==> src/rtl/pixel_compositor.sv <==
// pixel_compositor: two-stage pixel compositor for the maze display.
//   Stage 1 registers the hit flags for one pixel: wall edge, pellet dot,
//   Pac-Man and the per-ghost hits (eaten ghosts already masked out).
//   Stage 2 resolves priority and registers the 24-bit colour.
//   A frame-counted NORMAL/FRIGHT/BLINK machine recolours the ghosts after
//   a power pellet is eaten.
// Ports:
//   Clk, Reset_n          pixel clock, async active-low reset
//   frame_tick            one-cycle pulse at frame start
//   fright_start          one-cycle pulse, power pellet eaten
//   ghost_eaten[N]        per-ghost hide mask
//   pix_valid_in          DrawX/DrawY are in the active region
//   DrawX, DrawY          pixel coordinates
//   is_wall, is_pellet    tile class at the pixel
//   adjacent_walls_vga    edge select per side: [0]=up [1]=right [2]=down [3]=left
//   pacman_x/y, ghost_x/y sprite tile origins
//   fright_active         FSM is in FRIGHT or BLINK
//   pix_valid_out         pix_valid_in delayed by 2
//   VGA_R/G/B             pixel colour
// Optional: define POWER_PELLET_EN to add the is_power_pellet input and a
//   blinking power-pellet dot.

module sprite_hit #(
  parameter int BODY_LO = 3,
  parameter int BODY_HI = 13
) (
  input  logic [9:0] draw_x,
  input  logic [9:0] draw_y,
  input  logic [9:0] org_x,
  input  logic [9:0] org_y,
  output logic       hit
);
  localparam logic [10:0] LO = 11'(BODY_LO);
  localparam logic [10:0] HI = 11'(BODY_HI);

  // 11-bit sums so an origin near 1023 cannot wrap into a false hit
  logic [10:0] dx, dy, ox, oy;
  assign dx = {1'b0, draw_x};
  assign dy = {1'b0, draw_y};
  assign ox = {1'b0, org_x};
  assign oy = {1'b0, org_y};

  assign hit = (dx >= ox + LO) && (dx < ox + HI) &&
               (dy >= oy + LO) && (dy < oy + HI);
endmodule

module pixel_compositor #(
  parameter int N_GHOSTS      = 4,
  parameter int BODY_LO       = 3,
  parameter int BODY_HI       = 13,
  parameter int WALL_THICK    = 2,
  parameter int FRIGHT_FRAMES = 360,
  parameter int BLINK_FRAMES  = 120,
  parameter int BLINK_HALF    = 8
) (
  input  logic                      Clk,
  input  logic                      Reset_n,
  input  logic                      frame_tick,
  input  logic                      fright_start,
  input  logic [N_GHOSTS-1:0]       ghost_eaten,
  input  logic                      pix_valid_in,
  input  logic [9:0]                DrawX,
  input  logic [9:0]                DrawY,
  input  logic                      is_wall,
  input  logic                      is_pellet,
  input  logic [3:0]                adjacent_walls_vga,
`ifdef POWER_PELLET_EN
  input  logic                      is_power_pellet,
`endif
  input  logic [9:0]                pacman_x,
  input  logic [9:0]                pacman_y,
  input  logic [N_GHOSTS-1:0][9:0]  ghost_x,
  input  logic [N_GHOSTS-1:0][9:0]  ghost_y,
  output logic                      fright_active,
  output logic                      pix_valid_out,
  output logic [7:0]                VGA_R,
  output logic [7:0]                VGA_G,
  output logic [7:0]                VGA_B
);
  localparam int STAGES = 2;
  localparam int CW     = $clog2(FRIGHT_FRAMES + 1);
  localparam int BW     = $clog2(BLINK_HALF + 1);

  localparam logic [CW-1:0] BLINK_AT  = CW'(FRIGHT_FRAMES - BLINK_FRAMES);
  localparam logic [CW-1:0] FRIGHT_END = CW'(FRIGHT_FRAMES);
  localparam logic [BW-1:0] HALF      = BW'(BLINK_HALF);
  localparam logic [3:0]    WT_LO     = 4'(WALL_THICK);
  localparam logic [3:0]    WT_HI     = 4'(15 - WALL_THICK);

  localparam logic [23:0] C_PAC    = 24'hFFEE00;
  localparam logic [23:0] C_WHITE  = 24'hFFFFFF;
  localparam logic [23:0] C_WALL   = 24'h1919A6;
  localparam logic [23:0] C_FRIGHT = 24'h2121FF;
  localparam logic [3:0][23:0] PAL = {24'hDB851C, 24'hD03E19, 24'h46BFEE, 24'hEA82E5};

  typedef enum logic [1:0] {NORMAL, FRIGHT, BLINK} state_t;

  // ---------------- frightened-mode FSM ----------------
  state_t        state_q, state_d;
  logic [CW-1:0] cnt_q, cnt_d;
  logic [BW-1:0] bcnt_q, bcnt_d;
  logic          phase_q, phase_d;

  always_ff @(posedge Clk or negedge Reset_n) begin
    if (!Reset_n) begin
      state_q <= NORMAL;
      cnt_q   <= '0;
      bcnt_q  <= '0;
      phase_q <= 1'b0;
    end else begin
      state_q <= state_d;
      cnt_q   <= cnt_d;
      bcnt_q  <= bcnt_d;
      phase_q <= phase_d;
    end
  end

  always_comb begin
    state_d = state_q;
    cnt_d   = cnt_q;
    bcnt_d  = bcnt_q;
    phase_d = phase_q;
    if (fright_start) begin
      // restart the full duration; a coincident tick is dropped
      state_d = FRIGHT;
      cnt_d   = '0;
      bcnt_d  = '0;
      phase_d = 1'b0;
    end else if (frame_tick) begin
      case (state_q)
        FRIGHT: begin
          cnt_d = cnt_q + 1'b1;
          if (cnt_d == BLINK_AT) begin
            state_d = BLINK;
            bcnt_d  = '0;
          end
        end
        BLINK: begin
          cnt_d = cnt_q + 1'b1;
          if (cnt_d == FRIGHT_END) begin
            state_d = NORMAL;
            cnt_d   = '0;
            bcnt_d  = '0;
            phase_d = 1'b0;
          end else begin
            // separate half-period counter avoids a modulo on frame_cnt
            bcnt_d = bcnt_q + 1'b1;
            if (bcnt_d == HALF) begin
              bcnt_d  = '0;
              phase_d = ~phase_q;
            end
          end
        end
        default: ;
      endcase
    end
  end

  assign fright_active = (state_q != NORMAL);

  // ---------------- stage 1: hit tests ----------------
  logic [3:0] x_off, y_off;
  assign x_off = DrawX[3:0];
  assign y_off = DrawY[3:0];

  logic                wall_hit, pel_hit, pac_hit;
  logic [N_GHOSTS-1:0] ghost_hit;

  assign wall_hit = is_wall &
                    ((adjacent_walls_vga[0] & (y_off < WT_LO)) |
                     (adjacent_walls_vga[1] & (x_off > WT_HI)) |
                     (adjacent_walls_vga[2] & (y_off > WT_HI)) |
                     (adjacent_walls_vga[3] & (x_off < WT_LO)));

  logic dot_hit;
  assign dot_hit = ~is_wall & is_pellet &
                   (x_off >= 4'd6) & (x_off <= 4'd9) &
                   (y_off >= 4'd6) & (y_off <= 4'd9);

`ifdef POWER_PELLET_EN
  // free-running frame counter; bit 4 gives a 32-frame blink
  logic [4:0] frame_free;
  always_ff @(posedge Clk or negedge Reset_n) begin
    if (!Reset_n)        frame_free <= '0;
    else if (frame_tick) frame_free <= frame_free + 1'b1;
  end

  logic pp_hit;
  assign pp_hit  = ~is_wall & is_power_pellet & ~frame_free[4] &
                   (x_off >= 4'd4) & (x_off <= 4'd11) &
                   (y_off >= 4'd4) & (y_off <= 4'd11);
  assign pel_hit = dot_hit | pp_hit;
`else
  assign pel_hit = dot_hit;
`endif

  sprite_hit #(.BODY_LO(BODY_LO), .BODY_HI(BODY_HI)) u_pac (
    .draw_x(DrawX), .draw_y(DrawY), .org_x(pacman_x), .org_y(pacman_y), .hit(pac_hit)
  );

  logic [N_GHOSTS-1:0] ghost_raw;
  for (genvar g = 0; g < N_GHOSTS; g++) begin : g_ghost
    sprite_hit #(.BODY_LO(BODY_LO), .BODY_HI(BODY_HI)) u_hit (
      .draw_x(DrawX), .draw_y(DrawY), .org_x(ghost_x[g]), .org_y(ghost_y[g]),
      .hit(ghost_raw[g])
    );
  end
  // an eaten ghost is dropped before priority so the pixel falls through
  assign ghost_hit = ghost_raw & ~ghost_eaten;

  logic                s1_wall, s1_pel, s1_pac;
  logic [N_GHOSTS-1:0] s1_ghost;
  logic [STAGES:1]     vld_pipe;

  always_ff @(posedge Clk or negedge Reset_n) begin
    if (!Reset_n) begin
      s1_wall  <= 1'b0;
      s1_pel   <= 1'b0;
      s1_pac   <= 1'b0;
      s1_ghost <= '0;
      vld_pipe <= '0;
    end else begin
      s1_wall  <= wall_hit;
      s1_pel   <= pel_hit;
      s1_pac   <= pac_hit;
      s1_ghost <= ghost_hit;
      vld_pipe <= {vld_pipe[STAGES-1:1], pix_valid_in};
    end
  end

  // ---------------- stage 2: priority + colour ----------------
  logic        g_any;
  logic [1:0]  g_pal;
  logic [23:0] rgb_d, rgb_q;

  always_comb begin
    g_any = 1'b0;
    g_pal = 2'd0;
    // ascending scan: the highest hit index is the last one written
    for (int i = 0; i < N_GHOSTS; i++) begin
      if (s1_ghost[i]) begin
        g_any = 1'b1;
        g_pal = 2'(i);
      end
    end

    rgb_d = 24'h000000;
    if (vld_pipe[1]) begin
      if (g_any) begin
        case (state_q)
          FRIGHT:  rgb_d = C_FRIGHT;
          BLINK:   rgb_d = phase_q ? C_WHITE : C_FRIGHT;
          default: rgb_d = PAL[g_pal];
        endcase
      end else if (s1_pac)  rgb_d = C_PAC;
      else if (s1_pel)      rgb_d = C_WHITE;
      else if (s1_wall)     rgb_d = C_WALL;
    end
  end

  always_ff @(posedge Clk or negedge Reset_n) begin
    if (!Reset_n) rgb_q <= '0;
    else          rgb_q <= rgb_d;
  end

  assign {VGA_R, VGA_G, VGA_B} = rgb_q;
  assign pix_valid_out         = vld_pipe[STAGES];
endmodule

==> config.mk <==
export PLATFORM = sky130hd
export DESIGN_NAME = pixel_compositor
export DESIGN_NICKNAME = d
export VERILOG_FILES = /design/src/rtl/pixel_compositor.sv
export SDC_FILE = /design/constraint.sdc
export NUM_CORES = 1
export LEC_CHECK = 0
export BUFFER_PORTS_ARGS = -buffer_cell sky130_fd_sc_hd__buf_2
export CAP_MARGIN = 10
export CORE_MARGIN = 2
export CORE_UTILIZATION = 64
export DETAILED_ROUTE_END_ITERATION = 6
export PLACE_DENSITY = 0.89
export SYNTH_ARGS = -nofsm -noshare
export SYNTH_HDL_FRONTEND = slang
export SYNTH_SLANG_ARGS = --single-unit
==> constraint.sdc <==
create_clock -name Clk -period 6.9 [get_ports Clk]
set_clock_uncertainty 0.05 [all_clocks]
set_input_delay 0.69 -clock Clk [delete_from_list [all_inputs] [get_ports Clk]]
set_output_delay 0.69 -clock Clk [all_outputs]
set_load 0.01 [all_outputs]
==> results of run 1 <==
worst max-delay path by stage:
stage / cells past startpoint / slack (ns) / endpoint / start
global placement: 13 / 3.65 / s1_ghost[1]$_DFF_PN0_ / ghost_y[10]
global route: 13 / 3.65 / s1_ghost[1]$_DFF_PN0_ / ghost_y[10]
CTS: 13 / 3.84 / s1_ghost[1]$_DFF_PN0_ / ghost_y[10]
detailed placement: 13 / 3.56 / s1_ghost[1]$_DFF_PN0_ / ghost_y[10]
floorplan: 13 / 3.90 / s1_ghost[1]$_DFF_PN0_ / ghost_x[12]
finish: 13 / 3.82 / s1_ghost[1]$_DFF_PN0_ / ghost_y[10]
synthesized netlist by cell type, types with 4 or more instances:
| master | number |
|---|---|
| sky130_fd_sc_hd__xnor2_1 | 89 |
| sky130_fd_sc_hd__o22ai_1 | 8 |
| sky130_fd_sc_hd__o21ai_0 | 56 |
| sky130_fd_sc_hd__nor4_1 | 8 |
| sky130_fd_sc_hd__buf_4 | 4 |
| sky130_fd_sc_hd__nand3_1 | 32 |
| sky130_fd_sc_hd__a31oi_1 | 9 |
| sky130_fd_sc_hd__a21o_1 | 25 |
| sky130_fd_sc_hd__o2111ai_1 | 9 |
| sky130_fd_sc_hd__inv_1 | 61 |
| sky130_fd_sc_hd__nand3b_1 | 7 |
| sky130_fd_sc_hd__nand2b_1 | 20 |
| sky130_fd_sc_hd__dfrtp_1 | 47 |
| sky130_fd_sc_hd__and3_1 | 5 |
| sky130_fd_sc_hd__o21ai_1 | 7 |
| sky130_fd_sc_hd__o21a_1 | 12 |
| sky130_fd_sc_hd__and2_1 | 4 |
| sky130_fd_sc_hd__o31ai_1 | 4 |
| sky130_fd_sc_hd__clkbuf_1 | 30 |
| sky130_fd_sc_hd__a211oi_1 | 12 |
| sky130_fd_sc_hd__nand4_1 | 20 |
| sky130_fd_sc_hd__o41ai_1 | 5 |
| sky130_fd_sc_hd__ha_1 | 220 |
| sky130_fd_sc_hd__o211ai_1 | 9 |
| sky130_fd_sc_hd__a21boi_0 | 10 |
| sky130_fd_sc_hd__xor2_1 | 74 |
| sky130_fd_sc_hd__nor2b_1 | 24 |
| sky130_fd_sc_hd__nor2_1 | 101 |
| sky130_fd_sc_hd__a21oi_1 | 75 |
| sky130_fd_sc_hd__nand2_1 | 77 |
| sky130_fd_sc_hd__a2111oi_0 | 7 |
| sky130_fd_sc_hd__nor3_1 | 23 |
worst max-delay path, cell delays in order:
cell	delay [ns]
sky130_fd_sc_hd__buf_2	0.13
sky130_fd_sc_hd__ha_1	0.21
sky130_fd_sc_hd__nor3_1	0.24
sky130_fd_sc_hd__nand3b_1	0.24
sky130_fd_sc_hd__nor2_1	0.08
sky130_fd_sc_hd__xnor2_1	0.13
sky130_fd_sc_hd__ha_1	0.30
sky130_fd_sc_hd__a21o_1	0.18
sky130_fd_sc_hd__a21oi_1	0.13
sky130_fd_sc_hd__o221ai_1	0.14
sky130_fd_sc_hd__a311o_1	0.34
sky130_fd_sc_hd__a211o_1	0.22
sky130_fd_sc_hd__nor3_1	0.21
layout make-up:
| type | count | share of cell area |
|---|---|---|
| Clock inverter | 3 | 0.00449 |
| Sequential cell | 47 | 0.114 |
| Inverter | 61 | 0.0222 |
| Clock buffer | 5 | 0.0121 |
| Antenna cell | 2 | 0.000485 |
| Timing Repair Buffer | 160 | 0.0777 |
| Tap cell | 184 | 0.0223 |
| Multi-Input combinational cell | 1001 | 0.747 |
flip-flops by register name (all words and copies together) (netlist names):
| name | cells |
|---|---|
| bcnt_q | 4 |
| s1_ghost | 4 |
| cnt_q | 9 |
| s1_pel | 1 |
| phase_q | 1 |
| s1_pac | 1 |
| state_q | 2 |
| s1_wall | 1 |
| rgb_q | 22 |
| vld_pipe | 2 |
logic make-up (layout without fill, tap and decap cells):
logic type	count (synthesis)	after routing	synth area share
and+or+nand+nor	340	340	0.180
AOI/OAI and AO/OA	278	278	0.199
adders and majority gates	220	220	0.296
xor gates and xnor gates	163	163	0.154
buffers and inverters	102	229	0.0448
DFF	47	47	0.127
other	0	2	0
layer usage:
layer / up-vias / part of all wire
met4: 0 / 0.031
met5: - / 0
met3: 56 / 0.053
li1: 4403 / -
met1: 4073 / 0.43
met2: 273 / 0.48
per-stage QoR:
stage	instance area, um^2	setup WS [ns]	total power [mW]
floorplan	9290	3.90	0.709
global placement	10100	3.65	0.876
detailed placement	10100	3.56	0.906
CTS	10300	3.84	1.19
global route	10300	3.65	1.29
finish	10300	3.82	1.19
report_power, final:
part	leakage, nW	total [mW]	switching [mW]	internal, mW
registers	0.637	0.306	0.0113	0.294
logic	4.27	0.602	0.340	0.262
clock network	0.0804	0.283	0.111	0.172
==> results by group, run 1 <==
Run status
  • Result of the run: completed

Layout
  • Count of filler cells inserted in the layout: between 1000 and 1500
  • Layout Utilization: 0.718
  • Multi-input combinational cell area: between 7000 and 8000 um^2
  • Sequential cell area in the final layout: roughly 1200 um^2
  • Fraction of final layout cells with drive strength greater than 1: 0.145
  • # nets final: between 1500 and 2000
  • Area growth from synthesis to final layout: 11.0%
  • Commonest cells after routing, fill and taps aside: sky130_fd_sc_hd__ha_1, sky130_fd_sc_hd__buf_2, sky130_fd_sc_hd__nor2_1
  • Most common library cell in the layout ignoring fill and taps: sky130_fd_sc_hd__ha_1
  • Non-filler instance count after layout: around 1500

Clock tree
  • Total number of H-tree levels: 2
  • Clock latency on the worst-skew pair: 0.29 ns
  • Clock tree from TritonCTS: done
  • Clock sink count: 47
  • Buffer count from post-CTS setup fixing: 0
  • Root buffer cell: sky130_fd_sc_hd__clkbuf_16
  • Max Root-Sink Buffers: 2
  • Quantity of hold-fixing buffers added after cts: 0
  • Number of gates resized after cts: 0
  • Clock-pin transition on the worst setup and hold timing paths: 0.07 ns
  • TritonCTS buffer count: 5

Min path
  • Source of the worst hold timing path: vld_pipe[1]$_DFF_PN0_
  • Cell depth of the worst min-delay path: 0
  • Capture endpoint of the worst hold path: vld_pipe[2]$_DFF_PN0_
  • Path type of the worst min-delay path: flip-flop to flip-flop

GRT
  • GR Util met2: 0.519
  • Gr ovfl total: 0
  • Via count of the first global-routing pass: roughly 8500
  • Overall global routing resource usage: 0.296
  • Most crowded layer after global routing: met2
  • Maximum number of pins on one net before global-route repair: 48
  • Met1 Use GR: 0.380
  • Wire length of the first global-routing pass: slightly below 40000 um
  • Met3 layer usage reported by global route: 0.0301
  • Antenna violations before repair: 2

STA
  • Share of the cycle needed by the critical path after routing: 0.447
  • Setup repair after global routing missed its margin: false
  • Slew at the pin with the worst max-slew slack: approximately 1.1 ns
  • Number of max-slew violations in the final report: 0
  • Setup violators final: 0
  • Hold_ws: about 0.44 ns
  • Time the final worst path needs with I/O delays and setup: a little over 3 ns
  • Final Hold Viols: 0
  • Relative slew margins: 0.293
  • Final total negative setup slack: 0 ns
  • FMAX: about 0.32 GHz

Detailed routing
  • Total Routed Length: approximately 23000 um
  • Number of iterations in the first detailed-routing pass: 7
  • DRC Markers: 0
  • Wire per inst: between 15 and 20 um
  • Via count normalized by instance count: around 6.0
  • DR vias: just under 9000
  • Number of DRC violations after detailed-routing iteration 0: a little under 500
  • Routed Antenna Nets: 0

Setup path
  • Reg2Reg Capture Point: bcnt_q[2]$_DFFE_PN0P_
  • Critical path required time: between 7 and 8 ns
  • Largest fanout of any net on the critical path: 5
  • Startpoint type of the worst setup path: primary input
  • Number of cells on the worst reg-to-reg path: 8
  • Critical path endpoint category: flip-flop
  • Category of the critical setup timing path: primary input to flip-flop
  • R2R Path Start: cnt_q[0]$_DFFE_PN0P_
  • Slack of the worst reg-to-reg path: about 4.4 ns
  • Data arrival time at the worst-slack endpoint: roughly 3.2 ns

Die
  • Area inside the core boundary: between 10000 and 15000 um^2
  • Die extent in y: approximately 120 um
  • Die area: roughly 15000 um^2
  • Effective utilization at floorplan: 0.647
  • Die width: 124 um
  • Number of primary I/O pins: 161
  • FP Rows: 44

Pwr
  • Pleak: approximately 5.0 nW
  • Power density of the placed cells: approximately 120 nW/um^2
  • Worst voltage drop across the vdd grid: 0.113 mV

Synthesis
  • Biggest area contributors in the synthesized netlist: sky130_fd_sc_hd__ha_1, sky130_fd_sc_hd__dfrtp_1, sky130_fd_sc_hd__xnor2_1
  • Average footprint of a synthesized cell: around 8.1 um^2
  • Share of the synthesized area in the top cell type: 0.296
  • Top_reg_cell synth: sky130_fd_sc_hd__dfrtp_1
  • Cell variety after synth: between 60 and 70
  • Sequential area share after synthesis: 0.127
  • Flop and latch count out of synthesis: 47
  • Fraction of registers with async set/reset: 1.00
  • Cell Area, Synth: between 9000 and 10000 um^2
  • Number of flops mapped to enable cells by yosys: 0
  • Total of warnings raised by yosys: 0
  • Most area-hungry cell type in the Yosys netlist: sky130_fd_sc_hd__ha_1
  • Number of instances in the synthesized netlist: 1150
  • Synthesized netlist net count: about 1500

Job
  • # Max-Cap Violations: 0

Placed design
  • Cell count after placement: roughly 1500
  • Final Wtd Congestion: slightly above 0.9
  • Post-DP HPWL: 18900 um
  • IO Port Bufs: 160
(Power assumes the default switching activity.)
==> run 2, diff against run 1 <==
- CORE_UTILIZATION: 64 -> 59
- PLACE_DENSITY: 0.89 -> 0.83
- clock period: 6.9 -> 3.1 ns (I/O delays scaled with it)
==> run 2 against run 1 <==
Worst setup slack got worse by 3.4 ns; via count decreased by 1.8%; global-route usage decreased by 3.3 points; clock power increased by 120%; final area increased by 0.74%; non-clock buffer count increased by 5; combinational power increased by 120%; register-to-register slack got worse by 3.8 ns; sequential power increased by 120%; core utilization decreased by 3.9 points; critical endpoint unchanged.
==> results by group, run 2 (same netlist as run 1, synthesis figures left out) <==
GRT
  • Via count of the first global-routing pass: 8007 (-5.9%)
  • Overall global routing resource usage: 0.263 (-0.0332)
  • Gr ovfl total: 0 (unchanged)
  • Antenna violations before repair: 4 (+2)
  • Wire length of the first global-routing pass: 36600 um (-6.5%)
  • Maximum number of pins on one net before global-route repair: 48 (unchanged)

Setup path
  • Largest fanout of any net on the critical path: 5 (unchanged)
  • Worst-path cell chain: buf_2 > ha_1 > nor3_1 > nand3b_1 > nor2_1 > xnor2_1 > ha_1 > a21o_1 > a21oi_1 > o221ai_1 > a311o_1 > a211o_1 > nor3_1
  • Startpoint type of the worst setup path: primary input
  • Data arrival time at the worst-slack endpoint: 2.86 ns (-0.37 ns)
  • Category of the critical setup timing path: primary input to flip-flop
  • Critical-path cell with the highest stage delay: sky130_fd_sc_hd__a311o_1
  • Largest stage delay on the critical path: 0.35 ns (about the same)
  • Critical path endpoint category: flip-flop
  • Critical path required time: 3.26 ns (-3.79 ns)
  • Critical path origin: ghost_y[10]
  • R2R Path Start: cnt_q[0]$_DFFE_PN0P_

STA
  • Setup violators final: 0 (unchanged)
  • Time the final worst path needs with I/O delays and setup: approximately 2.7 ns
  • FMAX: 0.371 GHz
  • Final total negative setup slack: 0 ns (unchanged)
  • Final Hold Viols: 0 (unchanged)
  • Relative slew margins: 0.318 (+0.0249)
  • Slew at the pin with the worst max-slew slack: 1.02 ns (-0.0373 ns)
  • Number of max-slew violations in the final report: 0 (unchanged)
  • Setup repair after global routing missed its margin: false
  • Share of the cycle needed by the critical path after routing: 0.870

Die
  • Number of primary I/O pins: 161 (unchanged)
  • Area inside the core boundary: 15300 um^2 (+6.6%)
  • Effective utilization at floorplan: 0.607 (-0.0399)
  • FP Rows: 45 (+2.3%)
  • Die extent in y: 129 um (+4.0%)
  • Die width: 129 um (+4.0%)
  • Die area: 16800 um^2 (+8.2%)

Detailed routing
  • Number of DRC violations after detailed-routing iteration 0: 447 (-8.0%)
  • Via count normalized by instance count: 5.78 (-4.0%)
  • Total Routed Length: 22300 um (-3.2%)
  • Routed Antenna Nets: 0 (unchanged)
  • Number of iterations in the first detailed-routing pass: 5 (-2)
  • DR vias: 8647 (-1.8%)
  • DRC Markers: 0 (unchanged)
  • Wire per inst: 14.9 um (-5.4%)

Placed design
  • Final Wtd Congestion: 0.880 (-3.8%)
  • Cell count after placement: 1485 (+2.2%)
  • Post-DP HPWL: 18400 um (-2.4%)
  • IO Port Bufs: 160 (unchanged)

Pwr
  • Power density of the placed cells: 254 nW/um^2 (+120%)
  • Share of total power consumed by net switching: 0.384 (-0.00430)
  • Total chip power: 2.64 mW (+120%)
  • Internal Power: 1.62 mW (+120%)
  • Clock group share of total power: 0.237 (about the same)
  • Pleak: 5.01 nW (+0.50%)
  • Worst voltage drop across the vdd grid: 0.399 mV (+250%)
  • P_sw: 1.01 mW (+120%)
  • Share of power burned in combinational logic: 0.505 (about the same)
  • Register share of total power: 0.258 (about the same)

Run status
  • Result of the run: completed

Layout
  • Top Registers: rgb_q: 22 flops, cnt_q: 9 flops
  • Commonest cells after routing, fill and taps aside: sky130_fd_sc_hd__ha_1, sky130_fd_sc_hd__buf_2, sky130_fd_sc_hd__nor2_1
  • Most common library cell in the layout ignoring fill and taps: sky130_fd_sc_hd__ha_1
  • Layout Utilization: 0.678 (-0.0393)
  • Flip-flop count of the largest register after layout: 22 (unchanged)
  • Area growth from synthesis to final layout: 11.8%
  • Non-filler instance count after layout: 1497 (+2.3%)
  • Fraction of final layout cells with drive strength greater than 1: 0.148 (+0.00334)
  • # nets final: 1636 (+0.31%)
  • Largest reg by FF count: rgb_q
  • Count of filler cells inserted in the layout: 1328 (+17%)

Job
  • # Max-Cap Violations: 0 (unchanged)

Clock tree
  • TritonCTS buffer count: 5 (unchanged)
  • Root buffer cell: sky130_fd_sc_hd__clkbuf_16
  • Total number of H-tree levels: 2 (unchanged)
  • Quantity of hold-fixing buffers added after cts: 0 (unchanged)
  • Number of gates resized after cts: 0 (unchanged)
  • Buffer count from post-CTS setup fixing: 0 (unchanged)
  • Clock-pin transition on the worst setup and hold timing paths: 0.07 ns (about the same)
  • Clock latency on the worst-skew pair: 0.29 ns (about the same)
  • Clock tree from TritonCTS: done
  • Clock sink count: 47 (unchanged)
  • Max Root-Sink Buffers: 2 (unchanged)

Min path
  • Source of the worst hold timing path: pix_valid_in
  • Path type of the worst min-delay path: primary input to flip-flop
run 2: cell count changes in the layout (fill, tap and decap cells not counted):
cell                      change
sky130_fd_sc_hd__buf_4        +5
sky130_fd_sc_hd__diode_2      +2
run 2: worst max-delay path, delay by kind of cell:
family                     cells  cell delay, ns
AOI/OAI and AO/OA              5            1.02
xor gates and xnor gates       1            0.13
adders and majority gates      2            0.52
buffers and inverters          1            0.13
and+or+nand+nor                4            0.74
run 2: power by group through the flow:
stage | Sequential (mW) | Clock, mW | Combinational, mW
floorplan | 0.702 | 0 | 0.876
global placement | 0.690 | 0 | 1.27
detailed placement | 0.691 | 0 | 1.32
CTS | 0.679 | 0.626 | 1.33
global route | 0.685 | 0.650 | 1.52
finish | 0.679 | 0.624 | 1.33
run 2: path summary, 6_finish.rpt:
check | end | slack (ns) | cells after the start
max | s1_ghost[1]$_DFF_PN0_ | 0.40 | 13
min | vld_pipe[1]$_DFF_PN0_ | 0.08 | 1
max reg2reg | bcnt_q[2]$_DFFE_PN0P_ | 0.57 | 8
min reg2reg | vld_pipe[2]$_DFF_PN0_ | 0.44 | 0
max in group asynchronous | s1_ghost[0]$_DFF_PN0_ | 2.21 | 1
min in group asynchronous | cnt_q[4]$_DFFE_PN0P_ | 0.14 | 1
run 2: metrics by stage:
stage / cell area [um^2] / setup WS, ns / hold WS (ns)
final: 10400 / 0.403 / 0.0821
after CTS: 10400 / 0.419 / 0.0805
after floorplan: 9290 / 0.475 / -0.0356
after detailed placement: 10200 / 0.133 / 0.370
after global placement: 10200 / 0.223 / 0.374
after global routing: 10400 / 0.208 / 0.0796
run 2: cell type report:
cell class | count | area [um^2] | area share
Multi-Input combinational cell | 1001 | 7700 | 0.741
Sequential cell | 47 | 1180 | 0.113
Antenna cell | 4 | 10.0 | 0.000964
Inverter | 61 | 229 | 0.0220
Tap cell | 211 | 264 | 0.0254
Clock buffer | 5 | 125 | 0.0120
Timing Repair Buffer | 165 | 838 | 0.0807
Clock inverter | 3 | 46.3 | 0.00446
run 2: per-layer routing:
| layer | up-vias | GRT usage | wire length [um] |
|---|---|---|---|
| li1 | 4409 | - | - |
| met1 | 4007 | 0.340 | 10400 |
| met2 | 202 | 0.466 | 10600 |
| met3 | 25 | 0.0343 | 1050 |
| met4 | 4 | 0.0626 | 276 |
| met5 | - | 0 | 21 |
==> run 3, diff against run 2 <==
- MAX_ROUTING_LAYER: default -> met4
==> run 3 against run 2 <==
Cell count about the same; sequential share of layout area about the same; first-iteration DRC count decreased by 3.6%; via count increased by 1.3%; core utilization about the same; register-to-register slack got worse by 0.05 ns; non-clock buffer count decreased by 1; clock power about the same; flip-flop and latch count unchanged; largest cell class unchanged.
==> results by group, run 3 (same netlist as run 1, synthesis figures left out) <==
Run status
  • Result of the run: completed

Min path
  • Cell depth of the worst min-delay path: 1 (unchanged)
  • Source of the worst hold timing path: pix_valid_in
  • Capture endpoint of the worst hold path: vld_pipe[1]$_DFF_PN0_
  • Path type of the worst min-delay path: primary input to flip-flop

Die
  • Die area: 16800 um^2 (unchanged)
  • FP Rows: 45 (unchanged)
  • Number of primary I/O pins: 161 (unchanged)
  • Die width: 129 um (unchanged)
  • Die extent in y: 129 um (unchanged)
  • Area inside the core boundary: 15300 um^2 (unchanged)
  • Effective utilization at floorplan: 0.607 (unchanged)

Clock tree
  • Clock sink count: 47 (unchanged)
  • Number of gates resized after cts: 0 (unchanged)
  • Quantity of hold-fixing buffers added after cts: 0 (unchanged)
  • Clock-pin transition on the worst setup and hold timing paths: 0.07 ns (about the same)
  • Clock tree from TritonCTS: done
  • Clock latency on the worst-skew pair: 0.29 ns (about the same)
  • Total number of H-tree levels: 2 (unchanged)
  • TritonCTS buffer count: 5 (unchanged)
  • Root buffer cell: sky130_fd_sc_hd__clkbuf_16
  • Buffer count from post-CTS setup fixing: 0 (unchanged)
  • Max Root-Sink Buffers: 2 (unchanged)

STA
  • Final Hold Viols: 0 (unchanged)
  • Setup violators final: 0 (unchanged)
  • Final total negative setup slack: 0 ns (unchanged)
  • Smallest setup slack after layout: 0.397 ns (-0.00614 ns)
  • Slew at the pin with the worst max-slew slack: 1.01 ns (-0.0133 ns)
  • Relative slew margins: 0.327 (+0.00884)
  • Hold_ws: 0.0806 ns (-0.00151 ns)
  • Share of the cycle needed by the critical path after routing: 0.872 (+0.00198)
  • Setup repair after global routing missed its margin: false
  • Time the final worst path needs with I/O delays and setup: 2.70 ns (+0.00614 ns)
  • FMAX: 0.370 GHz (-0.23%)
  • Number of max-slew violations in the final report: 0 (unchanged)

Setup path
  • Category of the critical setup timing path: primary input to flip-flop
  • Critical path endpoint category: flip-flop
  • Largest fanout of any net on the critical path: 5 (unchanged)
  • Number of cells on the worst reg-to-reg path: 8 (unchanged)
  • Gate family responsible for the most delay along the worst path: compound AO/OA/AOI/OAI gates
  • Critical-path cell with the highest stage delay: sky130_fd_sc_hd__a311o_1
  • Startpoint type of the worst setup path: primary input
  • Critical path buffers and inverters: 1 (unchanged)
  • R2R Path Start: cnt_q[0]$_DFFE_PN0P_
  • Critical path required time: 3.26 ns (about the same)
  • Data arrival time at the worst-slack endpoint: 2.86 ns (about the same)
  • Slack of the worst reg-to-reg path: 0.52 ns (-0.05 ns)
  • Largest stage delay on the critical path: 0.35 ns (about the same)
  • Worst-path cell chain: buf_2 > ha_1 > nor3_1 > nand3b_1 > nor2_1 > xnor2_1 > ha_1 > a21o_1 > a21oi_1 > o221ai_1 > a311o_1 > a211o_1 > nor3_1
  • Reg2Reg Capture Point: bcnt_q[2]$_DFFE_PN0P_

Layout
  • Top Registers: rgb_q: 22 flops, cnt_q: 9 flops
  • Largest reg by FF count: rgb_q
  • Commonest cells after routing, fill and taps aside: sky130_fd_sc_hd__ha_1, sky130_fd_sc_hd__buf_2, sky130_fd_sc_hd__nor2_1
  • # nets final: 1635 (-0.061%)
  • Area growth from synthesis to final layout: 11.7% (about the same)
  • Most common library cell in the layout ignoring fill and taps: sky130_fd_sc_hd__ha_1
  • Flip-flop count of the largest register after layout: 22 (unchanged)
  • Count of filler cells inserted in the layout: 1326 (-0.15%)
  • Fraction of final layout cells with drive strength greater than 1: 0.148 (-0.000665)
  • Layout Utilization: 0.678 (about the same)

Pwr
  • P_sw: 1.01 mW (+0.31%)
  • Share of power burned in combinational logic: 0.505 (about the same)
  • Clock group share of total power: 0.236 (about the same)
  • Pleak: 5.00 nW (about the same)
  • Power density of the placed cells: 254 nW/um^2 (+0.18%)
  • Internal Power: 1.62 mW (about the same)
  • Share of total power consumed by net switching: 0.385 (+0.000798)
  • Worst voltage drop across the vdd grid: 0.250 mV (-37%)
  • Register share of total power: 0.258 (about the same)

Detailed routing
  • Number of DRC violations after detailed-routing iteration 0: 431 (-3.6%)
  • Total Routed Length: 22800 um (+2.1%)
  • Via count normalized by instance count: 5.85 (+1.4%)
  • Wire per inst: 15.2 um (+2.2%)
  • DRC Markers: 0 (unchanged)
  • DR vias: 8758 (+1.3%)
  • Routed Antenna Nets: 0 (unchanged)
  • Number of iterations in the first detailed-routing pass: 5 (unchanged)

GRT
  • Maximum number of pins on one net before global-route repair: 48 (unchanged)
  • Wire length of the first global-routing pass: 37000 um (+1.2%)
  • Gr ovfl total: 0 (unchanged)
  • Antenna violations before repair: 3 (-1)
  • Via count of the first global-routing pass: 8159 (+1.9%)
  • Overall global routing resource usage: 0.277 (+0.0135)

Placed design
  • Pre-CTS setup slack: 0.105 ns (-0.0282 ns)
  • Post-DP HPWL: 18800 um (+1.9%)
  • IO Port Bufs: 160 (unchanged)
  • Final Wtd Congestion: 0.905 (+2.9%)

Job
  • # Max-Cap Violations: 0 (unchanged)
run 3: changes by cell type in the layout (fill, tap and decap cells not counted):
cell / delta
sky130_fd_sc_hd__buf_4: -1
run 3: worst register-to-register path: cells and delay by family (launching register included):
family                     cells  cell delay, ns
AOI/OAI and AO/OA              4            0.73
and+or+nand+nor                3            0.89
adders and majority gates      1            0.37
DFF                            1            0.43
run 3: per-layer routing:
| metal | vias to the layer above | GRT usage | routed length [um] |
|---|---|---|---|
| met5 | - | - | 0 |
| met4 | 0 | 0.0607 | 259 |
| met3 | 23 | 0.0334 | 1190 |
| met2 | 214 | 0.476 | 11000 |
| met1 | 4118 | 0.349 | 10300 |
| li1 | 4403 | - | - |
run 3: layout make-up:
| cell class | instances | area [um^2] | area share |
|---|---|---|---|
| multi-input cells | 1001 | 7700 | 0.742 |
| clock buffers | 5 | 125 | 0.0121 |
| clock inverters | 3 | 46.3 | 0.00446 |
| flip-flops and latches | 47 | 1180 | 0.113 |
| diodes | 4 | 10.0 | 0.000964 |
| inverters | 61 | 229 | 0.0221 |
| repair buffers | 164 | 831 | 0.0800 |
| well taps | 211 | 264 | 0.0254 |
run 3: through the flow:
step | cells | total power, mW | area, um^2
after floorplan | 1150 | 1.58 | 9290
after global placement | 1484 | 1.96 | 10200
after detailed placement | 1484 | 2.02 | 10200
after CTS | 1492 | 2.64 | 10400
after global routing | 1495 | 2.86 | 10400
final | 1496 | 2.64 | 10400
run 3: worst max-delay path by stage:
stage	depth (start not counted)	start	to	slack, ns
final	13	ghost_y[10]	s1_ghost[1]$_DFF_PN0_	0.40
after global routing	13	ghost_y[10]	s1_ghost[1]$_DFF_PN0_	0.23
after CTS	13	ghost_y[10]	s1_ghost[1]$_DFF_PN0_	0.40
after detailed placement	13	ghost_y[10]	s1_ghost[1]$_DFF_PN0_	0.11
after global placement	13	ghost_y[10]	s1_ghost[1]$_DFF_PN0_	0.20
after floorplan	13	ghost_x[12]	s1_ghost[1]$_DFF_PN0_	0.48
run 3: power by group through the flow:
stage,logic (mW),registers (mW),clock network [mW]
after floorplan,0.876,0.702,0
after global placement,1.28,0.690,0
after detailed placement,1.32,0.693,0
after CTS,1.33,0.681,0.625
after global routing,1.53,0.686,0.648
final,1.33,0.681,0.623
